===== src/rtl/custom_busmatrix_input_stage.sv =====
// ============================================================================
// Module      : custom_busmatrix_input_stage
// Description : AHB bus-matrix input stage, one instance per master port.
//               Sits upstream of the per-slave output arbiters. When the
//               target slave port is not granted yet, or is not ready, the
//               master's address phase is held in a holding register and
//               the master sees wait states. The live or held address and
//               control go to the output stages, and HREADYOUT/HRESP go
//               back to the master.
//
//               Ports (master side)  : HSELS, HADDRS, HTRANSS, HWRITES,
//                                      HSIZES, HBURSTS, HPROTS, HMASTLOCKS,
//                                      HREADYS -> HREADYOUTS, HRESPS
//               Ports (output side)  : HADDRM, HTRANSM, HWRITEM, HSIZEM,
//                                      HBURSTM, HPROTM, HMASTLOCKM, trans_req
//               Ports (from output)  : active_trans, HREADYMUXM, HRESPM
//               Clock / reset        : HCLK, HRESETn (async, active low)
//
//               Optional build macro : INSTAGE_STALL_CNT_EN
//                 When defined, adds output stall_cnt[15:0]. It counts the
//                 cycles spent pending, saturates, and clears when a NONSEQ
//                 is sampled while not pending.
//
// Revision    : 1.0 - initial release
// ============================================================================

`default_nettype none

module custom_busmatrix_input_stage #(
    parameter int ADDR_WIDTH = 32
) (
    input  logic                  HCLK,
    input  logic                  HRESETn,
    // Master-side address phase
    input  logic                  HSELS,
    input  logic [ADDR_WIDTH-1:0] HADDRS,
    input  logic [1:0]            HTRANSS,
    input  logic                  HWRITES,
    input  logic [2:0]            HSIZES,
    input  logic [2:0]            HBURSTS,
    input  logic [3:0]            HPROTS,
    input  logic                  HMASTLOCKS,
    input  logic                  HREADYS,
    // Feedback from the output stage
    input  logic                  active_trans,
    input  logic                  HREADYMUXM,
    input  logic                  HRESPM,
    // Toward the output stages
    output logic [ADDR_WIDTH-1:0] HADDRM,
    output logic [1:0]            HTRANSM,
    output logic                  HWRITEM,
    output logic [2:0]            HSIZEM,
    output logic [2:0]            HBURSTM,
    output logic [3:0]            HPROTM,
    output logic                  HMASTLOCKM,
    output logic                  trans_req,
    // Back to the master
    output logic                  HREADYOUTS,
    output logic                  HRESPS
`ifdef INSTAGE_STALL_CNT_EN
    ,
    output logic [15:0]           stall_cnt
`endif
);

    localparam logic [1:0] c_TRANS_IDLE   = 2'b00;
    localparam logic [1:0] c_TRANS_NONSEQ = 2'b10;

    // ------------------------------------------------------------------
    // Address-phase qualification
    // ------------------------------------------------------------------
    logic w_sample;     // master address phase is valid this cycle
    logic w_live;       // ... and it is a real transfer (NONSEQ/SEQ)
    logic w_accept;     // output stage takes the presented transfer
    logic w_err_end;    // last cycle of an ERROR response
    logic w_pend_next;
    logic w_data_phase_next;

    logic                  r_pend;
    logic                  r_data_phase;
    logic [ADDR_WIDTH-1:0] r_addr;
    logic [1:0]            r_trans;
    logic                  r_write;
    logic [2:0]            r_size;
    logic [2:0]            r_burst;
    logic [3:0]            r_prot;
    logic                  r_mastlock;

    assign w_sample  = HSELS & HREADYS;
    assign w_live    = w_sample & HTRANSS[1];
    assign w_accept  = active_trans & HREADYMUXM;
    assign w_err_end = r_data_phase & HREADYMUXM & HRESPM;

    // A live request and a pending request never coexist: while pending
    // the master is stalled, so HREADYS stays low and no new phase arrives.
    // When the current data phase ends in ERROR, the queued beat is dropped
    // because the master abandons the burst.
    assign w_pend_next = (w_live | r_pend) & ~w_accept & ~w_err_end;

    // The data-phase flag only advances on a ready cycle. It then records
    // whether the output stage took a real transfer.
    assign w_data_phase_next = HREADYMUXM ? (active_trans & HTRANSM[1])
                                          : r_data_phase;

    // ------------------------------------------------------------------
    // State and holding registers
    // ------------------------------------------------------------------
    always_ff @(posedge HCLK or negedge HRESETn) begin
        if (!HRESETn) begin
            r_pend       <= 1'b0;
            r_data_phase <= 1'b0;
            r_addr       <= '0;
            r_trans      <= c_TRANS_IDLE;
            r_write      <= 1'b0;
            r_size       <= 3'b000;
            r_burst      <= 3'b000;
            r_prot       <= 4'b0000;
            r_mastlock   <= 1'b0;
        end else begin
            r_pend       <= w_pend_next;
            r_data_phase <= w_data_phase_next;
            if (w_sample) begin
                r_addr     <= HADDRS;
                r_trans    <= HTRANSS;
                r_write    <= HWRITES;
                r_size     <= HSIZES;
                r_burst    <= HBURSTS;
                r_prot     <= HPROTS;
                r_mastlock <= HMASTLOCKS;
            end
        end
    end

    // ------------------------------------------------------------------
    // Address/control toward the output stages
    // ------------------------------------------------------------------
    // A granted, ready transfer passes straight through, so it adds no
    // latency. Only a pending transfer is replayed from the holding regs.
    always_comb begin
        HADDRM  = r_addr;
        HTRANSM = c_TRANS_IDLE;
        HWRITEM = r_write;
        HSIZEM  = r_size;
        HBURSTM = r_burst;
        HPROTM  = r_prot;
        if (r_pend) begin
            HTRANSM = r_trans;
        end else if (w_sample) begin
            HADDRM  = HADDRS;
            HTRANSM = HTRANSS;
            HWRITEM = HWRITES;
            HSIZEM  = HSIZES;
            HBURSTM = HBURSTS;
            HPROTM  = HPROTS;
        end
    end

    // Lock is forwarded unregistered, so the arbiter lock hold takes effect
    // in the same cycle as the locked address phase.
    assign HMASTLOCKM = r_pend ? r_mastlock : HMASTLOCKS;

    assign trans_req  = r_pend | w_live;

    // ------------------------------------------------------------------
    // Response toward the master
    // ------------------------------------------------------------------
    assign HREADYOUTS = r_pend ? 1'b0 : (r_data_phase ? HREADYMUXM : 1'b1);
    assign HRESPS     = r_data_phase ? HRESPM : 1'b0;

`ifdef INSTAGE_STALL_CNT_EN
    // ------------------------------------------------------------------
    // Stall counter: number of wait states caused by arbitration
    // ------------------------------------------------------------------
    logic [15:0] r_stall_cnt;

    always_ff @(posedge HCLK or negedge HRESETn) begin
        if (!HRESETn) begin
            r_stall_cnt <= 16'h0000;
        end else if (r_pend) begin
            if (r_stall_cnt != 16'hFFFF) begin
                r_stall_cnt <= r_stall_cnt + 16'h0001;
            end
        end else if (w_sample && (HTRANSS == c_TRANS_NONSEQ)) begin
            r_stall_cnt <= 16'h0000;
        end
    end

    assign stall_cnt = r_stall_cnt;
`endif

endmodule

`default_nettype wire


===== config.mk =====
export PLATFORM = sky130hd
export DESIGN_NAME = custom_busmatrix_input_stage
export DESIGN_NICKNAME = d
export VERILOG_FILES = /design/src/rtl/custom_busmatrix_input_stage.sv
export SDC_FILE = /design/constraint.sdc
export NUM_CORES = 1
export LEC_CHECK = 0
export CAP_MARGIN = 15
export CORE_MARGIN = 2
export CORE_UTILIZATION = 35
export CTS_CLUSTER_SIZE = 24
export DETAILED_ROUTE_END_ITERATION = 7
export GPL_ROUTABILITY_DRIVEN = 0
export GPL_TIMING_DRIVEN = 0
export PLACE_DENSITY = 0.63
export SETUP_SLACK_MARGIN = 0.4
export SLEW_MARGIN = 20
export SYNTH_ARGS = -nofsm -noshare
export SYNTH_HDL_FRONTEND = slang
export SYNTH_SLANG_ARGS = --single-unit

===== constraint.sdc =====
create_clock -name HCLK -period 1.7 [get_ports HCLK]
set_clock_uncertainty 0.05 [all_clocks]
set_input_delay 0.17 -clock HCLK [delete_from_list [all_inputs] [get_ports HCLK]]
set_output_delay 0.17 -clock HCLK [all_outputs]
set_load 0.02 [all_outputs]

==> out/results.md, run 1 <==
| Metric | This run | Unit |
|:---|:---|:---|
| Run status | finished with violations | - |
| Failing checks | setup timing | - |
| Global routing usage summed across all routing layers | 0.132 | - |
| Die X-Extent | 89.9 | um |
| Most numerous cell on the critical path | sky130_fd_sc_hd__buf_6 | - |
| Part of the power in registers | 0.389 | - |
| CP Data Arrival Time | 1.77 | ns |
| Die area | 8070 | um2 |
| Area inside the core boundary | 7180 | um2 |
| Wire per inst | 14.1 | um |
| Pin count of the biggest net entering global routing | 49 | - |
| Max-Cap Viols | 0 | - |
| Total of fill cells in the finished design | 590 | - |
| Final critical delay including setup and external delays | 1.99 | ns |
| # nets final | 350 | - |
| Met3 track demand over resource | 0.0453 | - |
| Synthesized area divided by synthesized cell count | 15.5 | um2 |
| Yosys warning total | 0 | - |
| Vias per Instance | 4.53 | - |
| Met2 capacity usage during global routing | 0.234 | - |
| Cells taking the most area after synthesis | sky130_fd_sc_hd__dfrtp_1, sky130_fd_sc_hd__mux2_4, sky130_fd_sc_hd__mux2_2 | - |
| Setup repair after global routing missed its margin | true | - |
| Area share of the largest cell type after synthesis | 0.466 | - |
| Peak-usage layer in the global routing report | met2 | - |
| Internal power consumption | 0.00253 | W |
| CTS tree | yes | - |
| Number of cells traversed by the worst register-to-register path | 6 | - |
| Area after DPL | 3720 | um2 |
| Most common cell after layout, fill and taps aside | sky130_fd_sc_hd__buf_6 | - |
| Crit-path slowest cell | sky130_fd_sc_hd__dfrtp_1 | - |
| Number of endpoints with negative hold slack in the final report | 0 | - |
| Total number of clock tree sinks | 48 | - |
| Number of global-route vias before repair | 1828 | - |
| Portion of the post-synthesis area used by sequential elements | 0.466 | - |
| Peak clock frequency supported by timing | 0.502 | GHz |
| Tightest Pin Transition | 0.622 | ns |
| Number of antenna violations at the first check in global routing | 0 | - |
| Max-slew violation count | 0 | - |
| Post-Synthesis Cells | 166 | - |
| Max transition margin | 0.585 | - |
| Largest fanout of any net on the critical path | 5 | - |
| Number of distinct library cells after synthesis | 20 | - |
| Count of vias placed by the detailed router | 1794 | - |
| Sw frac | 0.291 | - |
| Most frequent cells in the layout | sky130_fd_sc_hd__buf_6, sky130_fd_sc_hd__clkdlybuf4s50_1, sky130_fd_sc_hd__dfrtp_1, sky130_fd_sc_hd__mux2_2, sky130_fd_sc_hd__mux2_4 | - |
| Required arrival time at the worst endpoint | 1.48 | ns |
| Series of cell instances along the critical path | buf_6, nand3b_4, buf_12, clkbuf_16, mux2_4, buf_6 | - |
| P_leak | 2.01 | nW |
| Placement row count | 31 | - |
| Switching power of the nets | 0.00104 | W |
| Top-Level Pins | 102 | - |
| Setup slack at placement | -0.566 | ns |
| Largest stage delay on the critical path | 0.38 | ns |
| Final antenna diode count | 0 | - |
| IR Drop Worst-Case VDD | 459 | uV |
| Number of failing setup endpoints in the final timing report | 43 | - |
| Remaining antenna violation count after routing | 0 | - |
| Final Cycle Share | 1.17 | - |
| Kind of end point of the critical path | primary output | - |
| Final Instance Area | 4220 | um2 |
| Iteration-0 DRC count of the detailed router | 13 | - |
| Number of cells in the design after placement | 366 | - |
| Clock Latency Late Sink | 0.28 | ns |
| Starting density of the core | 0.360 | - |
| Clk pin slew, worst setup/hold paths | 0.09 | ns |
| Root buffer cell | sky130_fd_sc_hd__clkbuf_8 | - |
| Type of origin of the critical path | register | - |
| Synth Cell Area | 2580 | um2 |
| HPWL after DPL | 3.62 | mm |
| Num CTS Buffers | 5 | - |
| Smallest setup slack after layout | -0.291 | ns |
| Count of buffers inserted at the top-level ports | 101 | - |
| Buffer levels on the longest clock path | 2 | - |
| Global routing usage on met1 | 0.156 | - |
| Synthesized netlist net count | 219 | - |
| Final Non-Filler Cells | 396 | - |
| Sum of routed wire length over all layers | 5.59 | mm |
| Pwr/cell area | 845 | nW/um2 |
| Post-synthesis to final-layout area growth | 63.4 | % |
| Crit path kind | register to primary output | - |
| H-tree Lvls | 2 | - |
| Number of search-and-repair iterations in the first detailed-routing pass | 3 | - |
| Path class of the lowest-slack min-delay path | input port to asynchronous set/reset pin | - |
| Synth area leader | sky130_fd_sc_hd__dfrtp_1 | - |
| Remaining design rule violation count | 0 | - |
| Fraction of final layout cells sized beyond drive strength 1 | 0.620 | - |
| Combinational Power Share | 0.432 | - |
| Clock power share | 0.179 | - |
| Die span in y | 89.9 | um |
| Number of flip-flops and latches in the synthesized netlist | 48 | - |
| Global-route wire length before repair | 8.66 | mm |
| Total congestion overflow after global routing | 0 | - |
==> worst paths after layout <==
check / start / endpoint / slack [ns]
min: HRESETn / r_addr[0]$_DFF_PN0_ / 0.38
max in group asynchronous: HRESETn / r_data_phase$_DFFE_PN0P_ / 0.79
min in group HCLK: r_burst[1]$_DFF_PN0_ / r_burst[1]$_DFF_PN0_ / 0.45
max reg2reg: r_pend$_DFF_PN0_ / r_data_phase$_DFFE_PN0P_ / 0.40
max: r_pend$_DFF_PN0_ / HPROTM[3] / -0.29
min reg2reg: r_burst[1]$_DFF_PN0_ / r_burst[1]$_DFF_PN0_ / 0.45
==> stage by stage <==
step	power (W)	hold WS, ns	setup TNS [ns]	utilization
2_1_floorplan	0.00218	-0.176	0	-
3_3_place_gp	0.00274	0.423	-75.50	0.519
3_5_place_dp	0.00275	0.184	-24.16	0.519
4_1_cts	0.00335	0.405	-15.69	0.538
5_1_grt	0.00374	0.444	-11.92	0.588
6_report	0.00356	0.382	-9.90	0.588
==> registers in the layout, summed over array words and instances (netlist names) <==
name	flops
r_size	3
r_addr	32
r_data_phase	1
r_trans	2
r_pend	1
r_prot	4
r_mastlock	1
r_write	1
r_burst	3
==> critical path: cells and delay by family (launching register included) <==
family	cells	cell delay [ns]
flops	1	0.38
simple gates	1	0.22
mux	1	0.30
buf+inv	4	0.59
==> cells by family after synthesis <==
family / Yosys count / synth area share
multiplexers: 88 / 0.442
flip-flops: 48 / 0.466
AND/OR/NAND/NOR: 11 / 0.0306
buffers and inverters: 11 / 0.0398
AO/OA/AOI/OAI: 8 / 0.0218
==> layout make-up <==
cell class | count | area (um2) | share of cell area
repair buffers | 123 | 1330 | 0.314
plain buffers | 9 | 136 | 0.0323
multi-input cells | 108 | 1340 | 0.318
well taps | 99 | 124 | 0.0294
clock inverters | 1 | 5.00 | 0.00119
clock buffers | 6 | 72.6 | 0.0172
inverters | 2 | 10.0 | 0.00237
flip-flops and latches | 48 | 1200 | 0.285
==> cell usage after synthesis <==
master and instances:
sky130_fd_sc_hd__nand2_4 1, sky130_fd_sc_hd__nand2b_1 1, sky130_fd_sc_hd__nand3b_1 1, sky130_fd_sc_hd__mux2_4 40, sky130_fd_sc_hd__nand2_1 3, sky130_fd_sc_hd__inv_1 2
sky130_fd_sc_hd__mux2_2 46, sky130_fd_sc_hd__a21oi_1 2, sky130_fd_sc_hd__dfrtp_1 48, sky130_fd_sc_hd__o21ai_0 2, sky130_fd_sc_hd__nand4_1 1, sky130_fd_sc_hd__mux2_1 2
sky130_fd_sc_hd__nand3b_4 1, sky130_fd_sc_hd__a21bo_2 2, sky130_fd_sc_hd__buf_2 1, sky130_fd_sc_hd__o211ai_1 1, sky130_fd_sc_hd__nand3_1 2, sky130_fd_sc_hd__buf_6 8
sky130_fd_sc_hd__and2_1 1, sky130_fd_sc_hd__a2bb2oi_1 1
==> per-layer routing <==
metal / up-vias / wire, um / part of all wire
met5: - / 0 / 0
met1: 875 / 2370 / 0.42
met3: 5 / 387 / 0.069
met2: 53 / 2790 / 0.50
met4: 0 / 41 / 0.0073
li1: 861 / - / -
==> power groups by stage <==
stage               combinational (W)  clock, W  sequential, W
floorplan                    0.000793         0        0.00139
global placement              0.00135         0        0.00140
detailed placement            0.00135         0        0.00141
CTS                           0.00130  0.000668        0.00138
global route                  0.00162  0.000712        0.00141
finish                        0.00154  0.000639        0.00139
==> repair_timing <==
action	4_1_cts	5_1_grt
hold buffers	1	0
buffers inserted	7	10
gates resized for setup	112	202
hold endpoints to repair	48	0
pin swaps	1	1
setup endpoints to repair	87	49
gates cloned	0	5
(Power assumes the default switching activity.)
==> run 2, diff against run 1 <==
--- a/config.mk
+++ b/config.mk
@@ -5,6 +5,7 @@
 export SDC_FILE = /design/constraint.sdc
 export NUM_CORES = 1
 export LEC_CHECK = 0
+export ABC_CLOCK_PERIOD_IN_PS = 1700
 export CAP_MARGIN = 15
 export CORE_MARGIN = 2
 export CORE_UTILIZATION = 35
@@ -14,7 +15,6 @@
 export GPL_TIMING_DRIVEN = 0
 export PLACE_DENSITY = 0.63
 export SETUP_SLACK_MARGIN = 0.4
-export SLEW_MARGIN = 20
 export SYNTH_ARGS = -nofsm -noshare
 export SYNTH_HDL_FRONTEND = slang
 export SYNTH_SLANG_ARGS = --single-unit
==> run 2 against run 1 <==
  * The run still ends with setup timing left
  * Critical path depth down 1
  * Sequential share of layout area rose by 2.6 points
  * Core utilization down 4.9 points
  * Critical path type unchanged
  * Critical endpoint is now HADDRM[15]
  * Largest power group is now registers
  * Highest routed layer unchanged
==> out/results.md, run 2 (synthesis results as in run 1) <==
| Metric | This run | Unit |
|:---|:---|:---|
| Run status | finished with violations | - |
| Failing checks | setup timing | - |
| P_leak | 1.83 | nW |
| Kind of end point of the critical path | primary output | - |
| IR Drop Worst-Case VDD | 501 | uV |
| Total congestion overflow after global routing | 0 | - |
| Count of cell instances traversed by the critical path | 5 | - |
| Die span in y | 89.9 | um |
| Num CTS Buffers | 5 | - |
| Sum of routed wire length over all layers | 5.22 | mm |
| Type of origin of the critical path | register | - |
| CP bufs+invs | 3 | - |
| Tightest Pin Transition | 0.466 | ns |
| Max-Cap Viols | 0 | - |
| Number of antenna violations at the first check in global routing | 0 | - |
| Number of failing setup endpoints in the final timing report | 43 | - |
| Origin of the worst setup path | r_pend$_DFF_PN0_ | - |
| Number of endpoints with negative hold slack in the final report | 0 | - |
| Number of cells traversed by the worst register-to-register path | 4 | - |
| Area after DPL | 3740 | um2 |
| Global-route wire length before repair | 8.79 | mm |
| Total of fill cells in the finished design | 631 | - |
| Remaining antenna violation count after routing | 0 | - |
| Most common cell after layout, fill and taps aside | sky130_fd_sc_hd__clkdlybuf4s50_1 | - |
| CTS tree | yes | - |
| Family with the most delay on the worst path | buffers and inverters | - |
| Final Instance Area | 3860 | um2 |
| Number of search-and-repair iterations in the first detailed-routing pass | 3 | - |
| Pwr/cell area | 922 | nW/um2 |
| Final critical delay including setup and external delays | 2.07 | ns |
| Max FFs per register | 32 | - |
| H-tree Lvls | 2 | - |
| Top-Level Pins | 102 | - |
| Max transition margin | 0.689 | - |
| Largest stage delay on the critical path | 0.38 | ns |
| Wire per inst | 13.7 | um |
| Smallest hold slack | 0.304 | ns |
| Series of cell instances along the critical path | buf_6, nand3b_4, buf_8, mux2_4, dlygate4sd2_1 | - |
| Number of global-route vias before repair | 1798 | - |
| Smallest setup slack after layout | -0.368 | ns |
| Count of buffers inserted at the top-level ports | 101 | - |
| Setup repair after global routing missed its margin | true | - |
| Placement row count | 31 | - |
| Most frequent cells in the layout | sky130_fd_sc_hd__clkdlybuf4s50_1, sky130_fd_sc_hd__dfrtp_1, sky130_fd_sc_hd__mux2_2, sky130_fd_sc_hd__mux2_4, sky130_fd_sc_hd__buf_6 | - |
| Pin count of the biggest net entering global routing | 31 | - |
| Iteration-0 DRC count of the detailed router | 16 | - |
| Post-route total power | 0.00356 | W |
| Total number of clock tree sinks | 48 | - |
| Largest regs | r_addr (32), r_prot (4) | - |
| Final Cycle Share | 1.22 | - |
| Clock Latency Late Sink | 0.29 | ns |
| CP Data Arrival Time | 1.85 | ns |
| Peak clock frequency supported by timing | 0.484 | GHz |
| Root buffer cell | sky130_fd_sc_hd__clkbuf_8 | - |
| Crit-path slowest cell | sky130_fd_sc_hd__dfrtp_1 | - |
| Die X-Extent | 89.9 | um |
| Post-synthesis to final-layout area growth | 49.8 | % |
| Final antenna diode count | 0 | - |
| Area inside the core boundary | 7180 | um2 |
| Worst flop-to-flop path endpoint | r_data_phase$_DFFE_PN0P_ | - |
| Buffer levels on the longest clock path | 2 | - |
| Path class of the lowest-slack min-delay path | input port to asynchronous set/reset pin | - |
| Largest fanout of any net on the critical path | 10 | - |
| Vias per Instance | 4.53 | - |
| Setup slack at placement | -0.571 | ns |
| Max-slew violation count | 0 | - |
| Remaining design rule violation count | 0 | - |
| Top register by number of flip-flops | r_addr | - |
| # nets final | 334 | - |
| Count of vias placed by the detailed router | 1725 | - |
| Capture point of the worst path | HADDRM[15] | - |
| Starting density of the core | 0.360 | - |
| Register-to-register setup slack | 0.61 | ns |
| Required arrival time at the worst endpoint | 1.48 | ns |
| Fraction of final layout cells sized beyond drive strength 1 | 0.564 | - |
| Crit path kind | register to primary output | - |
| Die area | 8070 | um2 |
| Global routing usage summed across all routing layers | 0.136 | - |
| Reg2Reg Launch Point | r_pend$_DFF_PN0_ | - |
| Clk pin slew, worst setup/hold paths | 0.08 | ns |
| HPWL after DPL | 3.75 | mm |
run 2: power by group:
part           switching [W]  internal (W)
clock network       0.000371      0.000519
registers          0.0000776       0.00131
logic               0.000546      0.000743
total               0.000994       0.00257
run 2: how the worst min path moves through the flow:
stage	end	depth (start not counted)	slack [ns]	from
2_1_floorplan	r_addr[0]$_DFF_PN0_	0	-0.18	HRESETn
3_3_place_gp	r_trans[0]$_DFFE_PN0N_	1	0.42	r_trans[0]$_DFFE_PN0N_
3_5_place_dp	r_size[0]$_DFF_PN0_	1	0.1	HRESETn
4_1_cts	r_addr[20]$_DFF_PN0_	2	0.31	HRESETn
5_1_grt	r_addr[19]$_DFF_PN0_	2	0.32	HRESETn
6_report	r_size[0]$_DFF_PN0_	2	0.30	HRESETn
run 2: per-stage QoR:
step	TNS (ns)	utilization	cells
after global placement	-75.50	0.519	366
after floorplan	0	-	166
final	-9.94	0.539	381
after global routing	-12.44	0.539	381
after detailed placement	-24.30	0.521	367
after CTS	-15.82	0.539	380
run 2: cell type report:
class | count | area [um2] | area share
inverters | 2 | 7.51 | 0.00194
clock buffers | 7 | 96.3 | 0.0249
flip-flops and latches | 48 | 1200 | 0.311
clock inverters | 1 | 30.0 | 0.00777
plain buffers | 9 | 131 | 0.0340
multi-input cells | 107 | 1300 | 0.337
well taps | 99 | 124 | 0.0320
repair buffers | 108 | 972 | 0.252
run 2: worst reg2reg max path, stage by stage, from the launching register on:
cell                       delay, ns
sky130_fd_sc_hd__dfrtp_1        0.38
sky130_fd_sc_hd__buf_6          0.11
sky130_fd_sc_hd__buf_4          0.17
sky130_fd_sc_hd__nand3b_1       0.16
sky130_fd_sc_hd__o211ai_1       0.15
run 2: repair_timing:
| item | CTS | global route |
|---|---|---|
| hold buffers | 1 | 0 |
| pin swaps | 1 | 1 |
| endpoints found under the setup margin | 87 | 48 |
| hold endpoints to repair | 18 | 0 |
| resized for setup | 100 | 99 |
| setup buffers | 4 | 1 |
run 2: routing by layer:
layer / routed length [um] / GRT usage
met5: 0 / 0
met4: 70 / 0.0462
met3: 371 / 0.0436
met2: 2590 / 0.229
met1: 2190 / 0.164
==> run 3, diff against run 2 <==
--- a/config.mk
+++ b/config.mk
@@ -8,12 +8,12 @@
 export ABC_CLOCK_PERIOD_IN_PS = 1700
 export CAP_MARGIN = 15
 export CORE_MARGIN = 2
-export CORE_UTILIZATION = 35
+export CORE_UTILIZATION = 44
 export CTS_CLUSTER_SIZE = 24
 export DETAILED_ROUTE_END_ITERATION = 7
 export GPL_ROUTABILITY_DRIVEN = 0
 export GPL_TIMING_DRIVEN = 0
-export PLACE_DENSITY = 0.63
+export PLACE_DENSITY = 0.77
 export SETUP_SLACK_MARGIN = 0.4
 export SYNTH_ARGS = -nofsm -noshare
 export SYNTH_HDL_FRONTEND = slang
==> run 3 against run 2 <==
  * The run still ends with setup timing left
  * Clock power down 22%
  * Maximum frequency up 5.3%
  * Final cell count down 5.5%
  * Critical endpoint is now HADDRM[1]
  * First-iteration DRC count rose to 2.9 times the previous value
  * Via count up 2.1%
  * Critical path depth up 1
  * Non-clock buffer count up 6
  * Worst hold slack worse by 0.020 ns
  * Power up 0.90%
  * Design area up 5.3%
  * Flip-flop and latch count unchanged
  * Highest routed layer unchanged
==> out/results.md, run 3 (synthesis results as in run 1) <==
| Metric | This run | Unit |
|:---|:---|:---|
| Run status | finished with violations | - |
| Failing checks | setup timing | - |
| Most frequent cells in the layout | sky130_fd_sc_hd__buf_6, sky130_fd_sc_hd__clkdlybuf4s50_1, sky130_fd_sc_hd__dfrtp_1, sky130_fd_sc_hd__mux2_2, sky130_fd_sc_hd__mux2_4 | - |
| Path class of the lowest-slack min-delay path | input port to asynchronous set/reset pin | - |
| Largest regs | r_addr (32), r_prot (4) | - |
| Required arrival time at the worst endpoint | 1.48 | ns |
| Number of cells traversed by the worst register-to-register path | 5 | - |
| Die area | 6490 | um2 |
| Number of endpoints with negative hold slack in the final report | 0 | - |
| Max FFs per register | 32 | - |
| Final antenna diode count | 0 | - |
| Fraction of final layout cells sized beyond drive strength 1 | 0.604 | - |
| Smallest setup slack after layout | -0.263 | ns |
| Type of origin of the critical path | register | - |
| Global routing usage summed across all routing layers | 0.173 | - |
| Starting density of the core | 0.463 | - |
| Max-slew violation count | 0 | - |
| Remaining design rule violation count | 0 | - |
| Tightest Pin Transition | 0.421 | ns |
| CP Data Arrival Time | 1.74 | ns |
| Area inside the core boundary | 5570 | um2 |
| Largest fanout of any net on the critical path | 10 | - |
| Pwr/cell area | 883 | nW/um2 |
| Final Non-Filler Cells | 360 | - |
| Setup repair after global routing missed its margin | true | - |
| Top register by number of flip-flops | r_addr | - |
| Worst flop-to-flop path endpoint | r_data_phase$_DFFE_PN0P_ | - |
| Final Core Density | 0.730 | - |
| Number of cells in the design after placement | 340 | - |
| Most common cell after layout, fill and taps aside | sky130_fd_sc_hd__buf_6 | - |
| H-tree Lvls | 2 | - |
| Reg2Reg Launch Point | r_pend$_DFF_PN0_ | - |
| Final critical delay including setup and external delays | 1.96 | ns |
| Total congestion overflow after global routing | 0 | - |
| IR Drop Worst-Case VDD | 494 | uV |
| Register-to-register setup slack | 0.51 | ns |
| Iteration-0 DRC count of the detailed router | 47 | - |
| Number of failing setup endpoints in the final timing report | 44 | - |
| Crit path kind | register to primary output | - |
| Top-Level Pins | 102 | - |
| Die X-Extent | 80.6 | um |
| HPWL after DPL | 4.01 | mm |
| Wire per inst | 15.4 | um |
| Number of search-and-repair iterations in the first detailed-routing pass | 4 | - |
| Buffer levels on the longest clock path | 2 | - |
| Kind of end point of the critical path | primary output | - |
| Total number of clock tree sinks | 48 | - |
| Die span in y | 80.6 | um |
| Number of antenna violations at the first check in global routing | 0 | - |
| Num CTS Buffers | 5 | - |
| Global-route wire length before repair | 8.65 | mm |
| Sum of routed wire length over all layers | 5.56 | mm |
| Final Cycle Share | 1.15 | - |
| Vias per Instance | 4.89 | - |
| Placement row count | 27 | - |
| Post-synthesis to final-layout area growth | 57.8 | % |
| Clk pin slew, worst setup/hold paths | 0.09 | ns |
| Pin count of the biggest net entering global routing | 33 | - |
| Count of buffers inserted at the top-level ports | 101 | - |
| Peak clock frequency supported by timing | 0.509 | GHz |
| Number of global-route vias before repair | 1832 | - |
| Count of vias placed by the detailed router | 1761 | - |
| CTS tree | yes | - |
| Root buffer cell | sky130_fd_sc_hd__clkbuf_8 | - |
| Clock Latency Late Sink | 0.29 | ns |
| Max transition margin | 0.719 | - |
| # nets final | 340 | - |
| Remaining antenna violation count after routing | 0 | - |
| P_leak | 1.93 | nW |
| Max-Cap Viols | 0 | - |
| Post-route total power | 0.00359 | W |
-- run 3: cell count changes in the layout (fill, tap and decap cells not counted), sizes merged --
cell,before,now
clkinv,0,2
clkbuf,25,8
buf,36,69
dlygate4sd2,12,2
clkdlybuf4s15,1,0
bufinv,1,0
-- run 3: critical path: stages (launching register included) --
cell and delay, ns:
sky130_fd_sc_hd__dfrtp_1 0.39, sky130_fd_sc_hd__buf_6 0.12, sky130_fd_sc_hd__nand3b_4 0.19, sky130_fd_sc_hd__buf_12 0.17, sky130_fd_sc_hd__buf_12 0.14, sky130_fd_sc_hd__mux2_4 0.30
sky130_fd_sc_hd__buf_6 0.13
-- run 3: per-stage QoR --
stage	TNS, ns	hold WS, ns	setup slack (ns)	cell area, um2
2_1_floorplan	0	-0.176	0.286	2590
3_3_place_gp	-76.62	0.421	-1.09	3690
3_5_place_dp	-25.14	0.0849	-0.594	3710
4_1_cts	-14.89	0.297	-0.388	3760
5_1_grt	-12.86	0.332	-0.317	4070
6_report	-10.44	0.284	-0.263	4070
-- run 3: cell type report --
cell class	count	area [um2]
buffer	9	136
clock buffer	6	82.6
clock inverter	2	10.0
fill	387	1500
inverter	2	7.51
multi-input combinational	107	1300
sequential	48	1200
tap	72	90.1
timing repair buffer	114	1240
-- run 3: how the worst max path moves through the flow --
stage	cells after the start	from	slack, ns	end
finish	6	r_pend$_DFF_PN0_	-0.26	HADDRM[1]
floorplan	4	r_pend$_DFF_PN0_	0.29	HADDRM[0]
detailed placement	5	HREADYS	-0.59	HADDRM[0]
global route	6	r_pend$_DFF_PN0_	-0.32	HADDRM[20]
CTS	5	r_pend$_DFF_PN0_	-0.39	HADDRM[0]
global placement	1	HRESETn	-1.09	r_addr[19]$_DFF_PN0_
-- run 3: routing by layer --
| layer | track usage | share of wire |
|---|---|---|
| met5 | 0 | 0 |
| met2 | 0.315 | 0.53 |
| met4 | 0.0458 | 0.0083 |
| met1 | 0.203 | 0.40 |
| met3 | 0.0416 | 0.062 |
-- run 3: where the power goes --
| group | internal, W | switching, W |
|---|---|---|
| Sequential | 0.00131 | 0.0000829 |
| Clock | 0.000325 | 0.000368 |
| Combinational | 0.000918 | 0.000594 |
-- run 3: timing repair --
action | CTS | global route
setup endpoints to repair | 87 | 48
hold buffers | 1 | 0
setup buffers | 2 | 7
pin swaps | 2 | 0
gates cloned | 0 | 2
resized for setup | 94 | 228
endpoints found under the hold margin | 16 | 0
